File: config.mk
export PLATFORM = sky130hd
export DESIGN_NAME = fetch_redirect_ctrl
export DESIGN_NICKNAME = d
export VERILOG_FILES = /design/src/rtl/fetch_redirect_ctrl_pkg.sv /design/src/rtl/redirect_prio_sel.sv /design/src/rtl/fetch_redirect_ctrl.sv
export SDC_FILE = /design/constraint.sdc
export NUM_CORES = 1
export LEC_CHECK = 0
export ABC_AREA = 1
export BUFFER_PORTS_ARGS = -buffer_cell sky130_fd_sc_hd__buf_2
export CAP_MARGIN = 5
export CORE_MARGIN = 2
export CORE_UTILIZATION = 48
export CTS_CLUSTER_DIAMETER = 150
export DETAILED_ROUTE_END_ITERATION = 12
export HOLD_SLACK_MARGIN = 0.06
export PLACE_DENSITY = 0.86
export SLEW_MARGIN = 15
export SYNTH_ARGS = -nofsm -noshare
export SYNTH_HDL_FRONTEND = slang
export SYNTH_SLANG_ARGS = --single-unit
File: constraint.sdc
create_clock -name clk -period 3.4 [get_ports clk]
set_input_delay 0.51 -clock clk [delete_from_list [all_inputs] [get_ports clk]]
set_output_delay 0.51 -clock clk [all_outputs]
set_load 0.005 [all_outputs]
File: src/rtl/fetch_redirect_ctrl_pkg.sv
// Shared types and defaults for the front-end redirect controller.
// Optional feature macro: REDIRECT_STATS_EN (redirect statistics counters).
package fetch_redirect_ctrl_pkg;

    localparam int unsigned ADDR_WIDTH            = 32;
    localparam int unsigned REFILL_CYCLES_DEFAULT = 2;

    typedef enum logic [1:0] {
        StIdle   = 2'd0,
        StFlush  = 2'd1,
        StRefill = 2'd2
    } redirect_state_t;

    typedef enum logic [1:0] {
        SrcNone = 2'd0,
        SrcExe0 = 2'd1,
        SrcExe1 = 2'd2,
        SrcDec  = 2'd3
    } redirect_src_t;

    // Branch feedback as seen from execute or decode (same fields on both).
    typedef struct packed {
        logic                  if_branch;
        logic                  if_prediction_correct;
        logic [ADDR_WIDTH-1:0] new_pc;
    } branch_fb_t;

    function automatic logic is_mispredict(input branch_fb_t fb);
        return fb.if_branch && !fb.if_prediction_correct;
    endfunction

endpackage

File: src/rtl/redirect_prio_sel.sv
// Combinational 3-way priority select: exe0 > exe1 > dec (dec only when enabled).
module redirect_prio_sel
    import fetch_redirect_ctrl_pkg::*;
(
    input  branch_fb_t            i_exe0,
    input  branch_fb_t            i_exe1,
    input  branch_fb_t            i_dec,
    input  logic                  i_dec_en,
    output logic                  o_valid,
    output logic [ADDR_WIDTH-1:0] o_pc,
    output redirect_src_t         o_src
);

    // Pick the oldest mispredicting source.
    always_comb begin
        o_valid = 1'b0;
        o_pc    = '0;
        o_src   = SrcNone;
        if (is_mispredict(i_exe0)) begin
            o_valid = 1'b1;
            o_pc    = i_exe0.new_pc;
            o_src   = SrcExe0;
        end else if (is_mispredict(i_exe1)) begin
            o_valid = 1'b1;
            o_pc    = i_exe1.new_pc;
            o_src   = SrcExe1;
        end else if (i_dec_en && is_mispredict(i_dec)) begin
            o_valid = 1'b1;
            o_pc    = i_dec.new_pc;
            o_src   = SrcDec;
        end
    end

endmodule

File: src/rtl/fetch_redirect_ctrl.sv
// Front-end redirect sequencer: registers the highest-priority mispredict,
// pulses a flush, then stalls fetch for REFILL_CYCLES.
// Optional feature macro: REDIRECT_STATS_EN adds 32-bit redirect statistics.
module fetch_redirect_ctrl
    import fetch_redirect_ctrl_pkg::*;
#(
    parameter int unsigned REFILL_CYCLES = REFILL_CYCLES_DEFAULT
) (
    input  logic                  clk,
    input  logic                  reset,
    input  logic                  ext_stall,
    input  logic                  ext_flush,
    input  branch_fb_t            i_branch [2],
    input  branch_fb_t            i_dec,
    output logic                  redirect_valid,
    output logic [ADDR_WIDTH-1:0] redirect_pc,
    output logic [1:0]            redirect_src,
    output logic                  flush_front,
    output logic                  fetch_stall,
    output logic                  busy
`ifdef REDIRECT_STATS_EN
    ,
    output logic [31:0]           stat_exe_redirects,
    output logic [31:0]           stat_dec_redirects,
    output logic [31:0]           stat_dec_dropped
`endif
);

    localparam logic [3:0] CntLoad = (REFILL_CYCLES == 0) ? 4'd0 : 4'(REFILL_CYCLES - 1);

    redirect_state_t       r_state, w_state_nxt;
    logic [3:0]            r_cnt, w_cnt_nxt;
    logic [ADDR_WIDTH-1:0] r_pc;
    redirect_src_t         r_src;

    logic                  w_sel_valid;
    logic [ADDR_WIDTH-1:0] w_sel_pc;
    redirect_src_t         w_sel_src;
    logic                  w_accept;

    // Decode feedback is wrong-path once a redirect sequence is in flight.
    redirect_prio_sel u_prio_sel (
        .i_exe0   (i_branch[0]),
        .i_exe1   (i_branch[1]),
        .i_dec    (i_dec),
        .i_dec_en (r_state == StIdle),
        .o_valid  (w_sel_valid),
        .o_pc     (w_sel_pc),
        .o_src    (w_sel_src)
    );

    assign w_accept = w_sel_valid && !ext_flush;

    // Next-state and refill counter.
    always_comb begin
        w_state_nxt = r_state;
        w_cnt_nxt   = r_cnt;
        if (ext_flush) begin
            w_state_nxt = StIdle;
            w_cnt_nxt   = 4'd0;
        end else if (w_accept) begin
            w_state_nxt = StFlush;
        end else begin
            case (r_state)
                StFlush: begin
                    if (REFILL_CYCLES == 0) begin
                        w_state_nxt = StIdle;
                    end else begin
                        w_state_nxt = StRefill;
                        w_cnt_nxt   = CntLoad;
                    end
                end
                StRefill: begin
                    if (!ext_stall) begin
                        if (r_cnt == 4'd0) begin
                            w_state_nxt = StIdle;
                        end else begin
                            w_cnt_nxt = r_cnt - 4'd1;
                        end
                    end
                end
                default: w_state_nxt = StIdle;
            endcase
        end
    end

    // State, counter and captured redirect target.
    always_ff @(posedge clk) begin
        if (reset) begin
            r_state <= StIdle;
            r_cnt   <= 4'd0;
            r_pc    <= '0;
            r_src   <= SrcNone;
        end else begin
            r_state <= w_state_nxt;
            r_cnt   <= w_cnt_nxt;
            if (w_accept) begin
                r_pc  <= {w_sel_pc[ADDR_WIDTH-1:2], 2'b00};
                r_src <= w_sel_src;
            end
        end
    end

    // Outputs decode the state register; only the IDLE fetch stall is a passthrough.
    always_comb begin
        redirect_valid = (r_state == StFlush);
        flush_front    = (r_state == StFlush);
        busy           = (r_state != StIdle);
        fetch_stall    = 1'b0;
        case (r_state)
            StIdle:   fetch_stall = ext_stall;
            StRefill: fetch_stall = 1'b1;
            default:  fetch_stall = 1'b0;
        endcase
    end

    assign redirect_pc  = r_pc;
    assign redirect_src = r_src;

`ifdef REDIRECT_STATS_EN
    logic w_dec_drop;
    assign w_dec_drop = is_mispredict(i_dec) && (r_state != StIdle);

    // Wrapping statistics counters.
    always_ff @(posedge clk) begin
        if (reset) begin
            stat_exe_redirects <= '0;
            stat_dec_redirects <= '0;
            stat_dec_dropped   <= '0;
        end else begin
            if (w_accept && (w_sel_src != SrcDec)) stat_exe_redirects <= stat_exe_redirects + 1'b1;
            if (w_accept && (w_sel_src == SrcDec)) stat_dec_redirects <= stat_dec_redirects + 1'b1;
            if (w_dec_drop) stat_dec_dropped <= stat_dec_dropped + 1'b1;
        end
    end
`endif

endmodule

# Word-level counts from Yosys, hierarchy flattened
# Index checks and enable logic that the tools add are counted.
# Widths: inputs -> output; s select.
# totals
regBits	38
in_bits	106
output_inout_bits	38
wordCells	49
# classes
add_sub_neg	1
eq_ne	7
n_mux	17
n_bitwise	1
reduce_logical	18
# op_table
op	count
$mux 32	3
$mux 2	5
$mux 4	2
$pmux 4 s2	1
$ne 2x2->1 const B	3
$ne 3x3->1 const B	2
$logic_and 1x1->1	5
$logic_not 1->1	4
$logic_not 4->1	1
$mux 1	4
$pmux 2 s2	1
$reduce_and 2->1	2
$reduce_and 4->1	1
$reduce_bool 2->1	2
$sub 4x1->4 const B	1
$reduce_or 3->1	1
$eq 2x1->1 const B	1
$eq 2x2->1 const B	1
$logic_not 2->1	1
$pmux 1 s2	1
$reduce_or 2->1	1
$not 1->1	1

# Depth between registers and ports, before layout
# depth
word_depth	9
ltp_mapped	9
depth_no_buf	9

# Modules after synthesis
# A second synthesis with hierarchy kept.
# hier_totals
cells_unflattened	428
hier_area_um2	2890.3
# by_module_without_submodules
module	n_inst	cells_per_inst	area_per_inst_um2	seq_area_each_um2
fetch_redirect_ctrl	1	205	1516.5	760.7
redirect_prio_sel	1	223	1373.8	0.0

# Least setup slack after synthesis
# OpenSTA, ideal clock, no wires.
# synth_path
kind	in2reg
start	in i_branch[67] (netlist name)
end	reg r_cnt[1]
setup_ns	0.115
t_arrival_ns	1.326
t_required_ns	3.285
path_slack_ns	1.959
path_stages	8
path_buffers	1
path_cell_list	inv_1 > nor2_2 > inv_1 > nand3_2 > nand2_4 > buf_2 > a21oi_1 > nor2_1
# synth_between
elab_chain_cells	5
# synth_rtl
element	line	source
start, declared	fetch_redirect_ctrl.sv:13	input branch_fb_t i_branch [2],
$logic_and 1x1->1	fetch_redirect_ctrl_pkg.sv:29	return fb.if_branch && !fb.if_prediction_correct;
$mux 1	redirect_prio_sel.sv:19	if (is_mispredict(i_exe0)) begin
$logic_and 1x1->1	fetch_redirect_ctrl.sv:52	assign w_accept = w_sel_valid && !ext_flush;
$not 1->1 (no source line)	-	
$reduce_and 4->1 (no source line)	-	
end signal, assigned	fetch_redirect_ctrl.sv:96	r_cnt <= w_cnt_nxt;
end, declared	fetch_redirect_ctrl.sv:32	logic [3:0] r_cnt, w_cnt_nxt;
# Every way passes these cells.
# A chain may end at the register's enable or synchronous reset.

# Final worst setup path
# layout_path
start	in ext_flush
end	reg r_cnt[3]
# layout_between
elab_chain_cells	4
word_cells_on_any_way	5
classes_between	bitwise: 1; reduce/logical: 4
# layout_rtl
element	line	source
start, declared	fetch_redirect_ctrl.sv:12	input logic ext_flush,
$logic_not 1->1	fetch_redirect_ctrl.sv:52	
$logic_and 1x1->1	fetch_redirect_ctrl.sv:52	
$not 1->1 (no source line)	-	
$reduce_and 4->1 (no source line)	-	
# Several ways; a longest one is shown, not always the timed one.

==> impl_metrics.toml <==
[run_status]
status = "finished clean"

[synth]
syn_inst = 444
seq_area_frac_synth = 0.303
ys_warn_count = 0
syn-cell-area_um2 = 2510
yosysTopAreaCellShare = 0.303
postSynthAreaPerCell_um2 = 5.66
yosys_register_bits = 38
synth_top_area_cell = "dfxtp_1"
synth_area_leaders = "dfxtp_1 30%, nand2_1 21%, nor2_1 11%"
synth_cell_types = 21

[detailed_routing]
vias = 3110
wl_um = 7470
drt_pre_antenna_iters = 4
drtIter0Drc = 155
wire_per_inst_um = 11.8
viasPerCell = 4.93
drc = 0
ant_nets = 0

[finish]
fin_cells = 631
ff_latch_area_um2 = 761
multi_input_area_um2 = 1430
n_antenna_cell = 0
n_fill_cell = 489
nets = 667
drive_gt1_frac = 0.275
final_cell_area_um2 = 3270
layout_commonest_cell = "nand2_1"
layout_common_cells = "138 x nand2_1, 135 x buf_2, 73 x nor2_1"
final_util = 0.645
syn_to_final_growth_pct = 30.3

[die]
die-width_um = 76.3
die_h_um = 76.3
dieArea_um2 = 5830
placementRows = 26
core_um2 = 5070
boundaryPins = 144
initial_core_util = 0.495

[clocking]
post_cts_resized = 0
clockRootBuffer = "clkbuf_8"
postCtsHoldBufs = 0
htree_levels = 2
cts_buffers = 5
clkLatencyLatePin_ns = 0.28
cts_tree = "done"
post_cts_buffers = 0
cts_sinks = 38
clockBufferDepth = 2
clkSlewWorstSetupHoldPaths_ns = 0.08

[power_and_ir_drop]
cellLeakagePower_nw = 1.76
vdd_drop_max_v = 0.000190
cellPowerDensity_nw_per_um2 = 343
finalPower_mw = 1.12

[worst_hold_path]
min_from = "reset"
hold_path_class = "in -> reg"
hold-path-cell-count = 2
min_to = "redirect_src[0]"

[timing]
slew_headroom = 0.318
setup_viol = 0
rsz0062_at_grt = "no"
hold_violations = 0
tightest_slew_ns = 1.02
tns_ns = 0
fin_crit_sh = 0.698
fin_crit_ns = 2.37
finalMaxSlewViolations = 0
fmax_mhz = 421
hold-worst-slack_ns = 0.399
skew_ns = 0.00453
fin_ws_ns = 1.03

[place]
dpl.cell_count = 623
routabilityCongestion = 0.794
io_buffers = 135
post_dp_cell_area_um2 = 3180
dp_slack_ns = 0.752
dp_hpwl_um = 5230

[global_route]
grt_max_degree = 61
antenna_found_initial = 0
grt_pass1_vias = 2761
grt-ovfl-total = 0
grt_pass1_wl_um = 12100
track_usage = 0.248

[setup_path]
cp-start-kind = "input port"
crit_arrival_ns = 2.56
reg2reg_depth = 7
required_ns = 3.58
path_class = "in -> reg"
end_kind = "flip-flop"
r2r_slack_ns = 1.60
worst-path-max-fanout = 35
reg2reg_from = "r_state[0]"
r2r-end = "r_cnt[3]"

[job]
drv_cap = 0
-- metal layers --
layer	part of all wire	vias up	track usage
met4	0.0087	0	0.0709
li1	-	1619	-
met1	0.42	1360	0.291
met3	0.067	7	0.0367
met2	0.50	124	0.464
met5	0	-	0
-- cells in the mapped netlist --
| master | number |
|---|---|
| a211oi_1 | 1 |
| a21oi_1 | 35 |
| buf_1 | 1 |
| buf_2 | 11 |
| buf_4 | 3 |
| clkbuf_1 | 18 |
| clkinv_1 | 1 |
| conb_1 | 1 |
| dfxtp_1 | 38 |
| ha_1 | 1 |
| inv_1 | 48 |
| nand2_1 | 138 |
| nand2_4 | 1 |
| nand3_1 | 34 |
| nand3_2 | 1 |
| nand4_1 | 30 |
| nor2_1 | 74 |
| nor2_2 | 2 |
| nor3_1 | 1 |
| o21ai_0 | 4 |
| or2_2 | 1 |
-- where the power goes --
part / leakage (nW) / switching [mW] / internal, mW
clock: 0.0482 / 0.155 / 0.164
combinational: 1.40 / 0.178 / 0.132
sequential: 0.313 / 0.0168 / 0.479
-- cell type report --
| type | count | area share |
|---|---|---|
| Multi-Input combinational cell | 325 | 0.437 |
| Sequential cell | 38 | 0.232 |
| Timing Repair Buffer | 141 | 0.220 |
| Inverter | 49 | 0.0562 |
| Tap cell | 70 | 0.0268 |
| Clock buffer | 7 | 0.0264 |
| Clock inverter | 1 | 0.00153 |
-- state kept, by name, summed over array words and instances (netlist names) --
register      flops
redirect_src      2
redirect_pc      30
r_state           2
r_cnt             4
-- kinds of logic after synthesis --
family	Yosys count	share of synthesized area
buffers and inverters	82	0.133
adder cells (fa/ha/maj)	1	0.00498
AND/OR/NAND/NOR	282	0.477
other	1	0.00149
AO/OA/AOI/OAI	40	0.0807
flip-flops	38	0.303
-- worst max-delay path, stage by stage --
cell and delay, ns:
buf_2 0.11, clkinv_1 0.78, nand2_4 0.71, nand2_1 0.24, nor2_1 0.15, nor2_1 0.05
-- worst max path at each step --
stage	start	to	slack, ns	cells past startpoint
finish	ext_flush	r_cnt[3]	1.03	6
detailed placement	ext_flush	r_cnt[3]	0.75	6
CTS	ext_flush	r_cnt[3]	1.05	6
global route	ext_flush	r_cnt[3]	0.85	7
floorplan	i_branch[67]	r_cnt[1]	1.96	8
global placement	ext_flush	r_cnt[3]	0.77	6
Note: power is estimated with default switching activity, not from simulation.
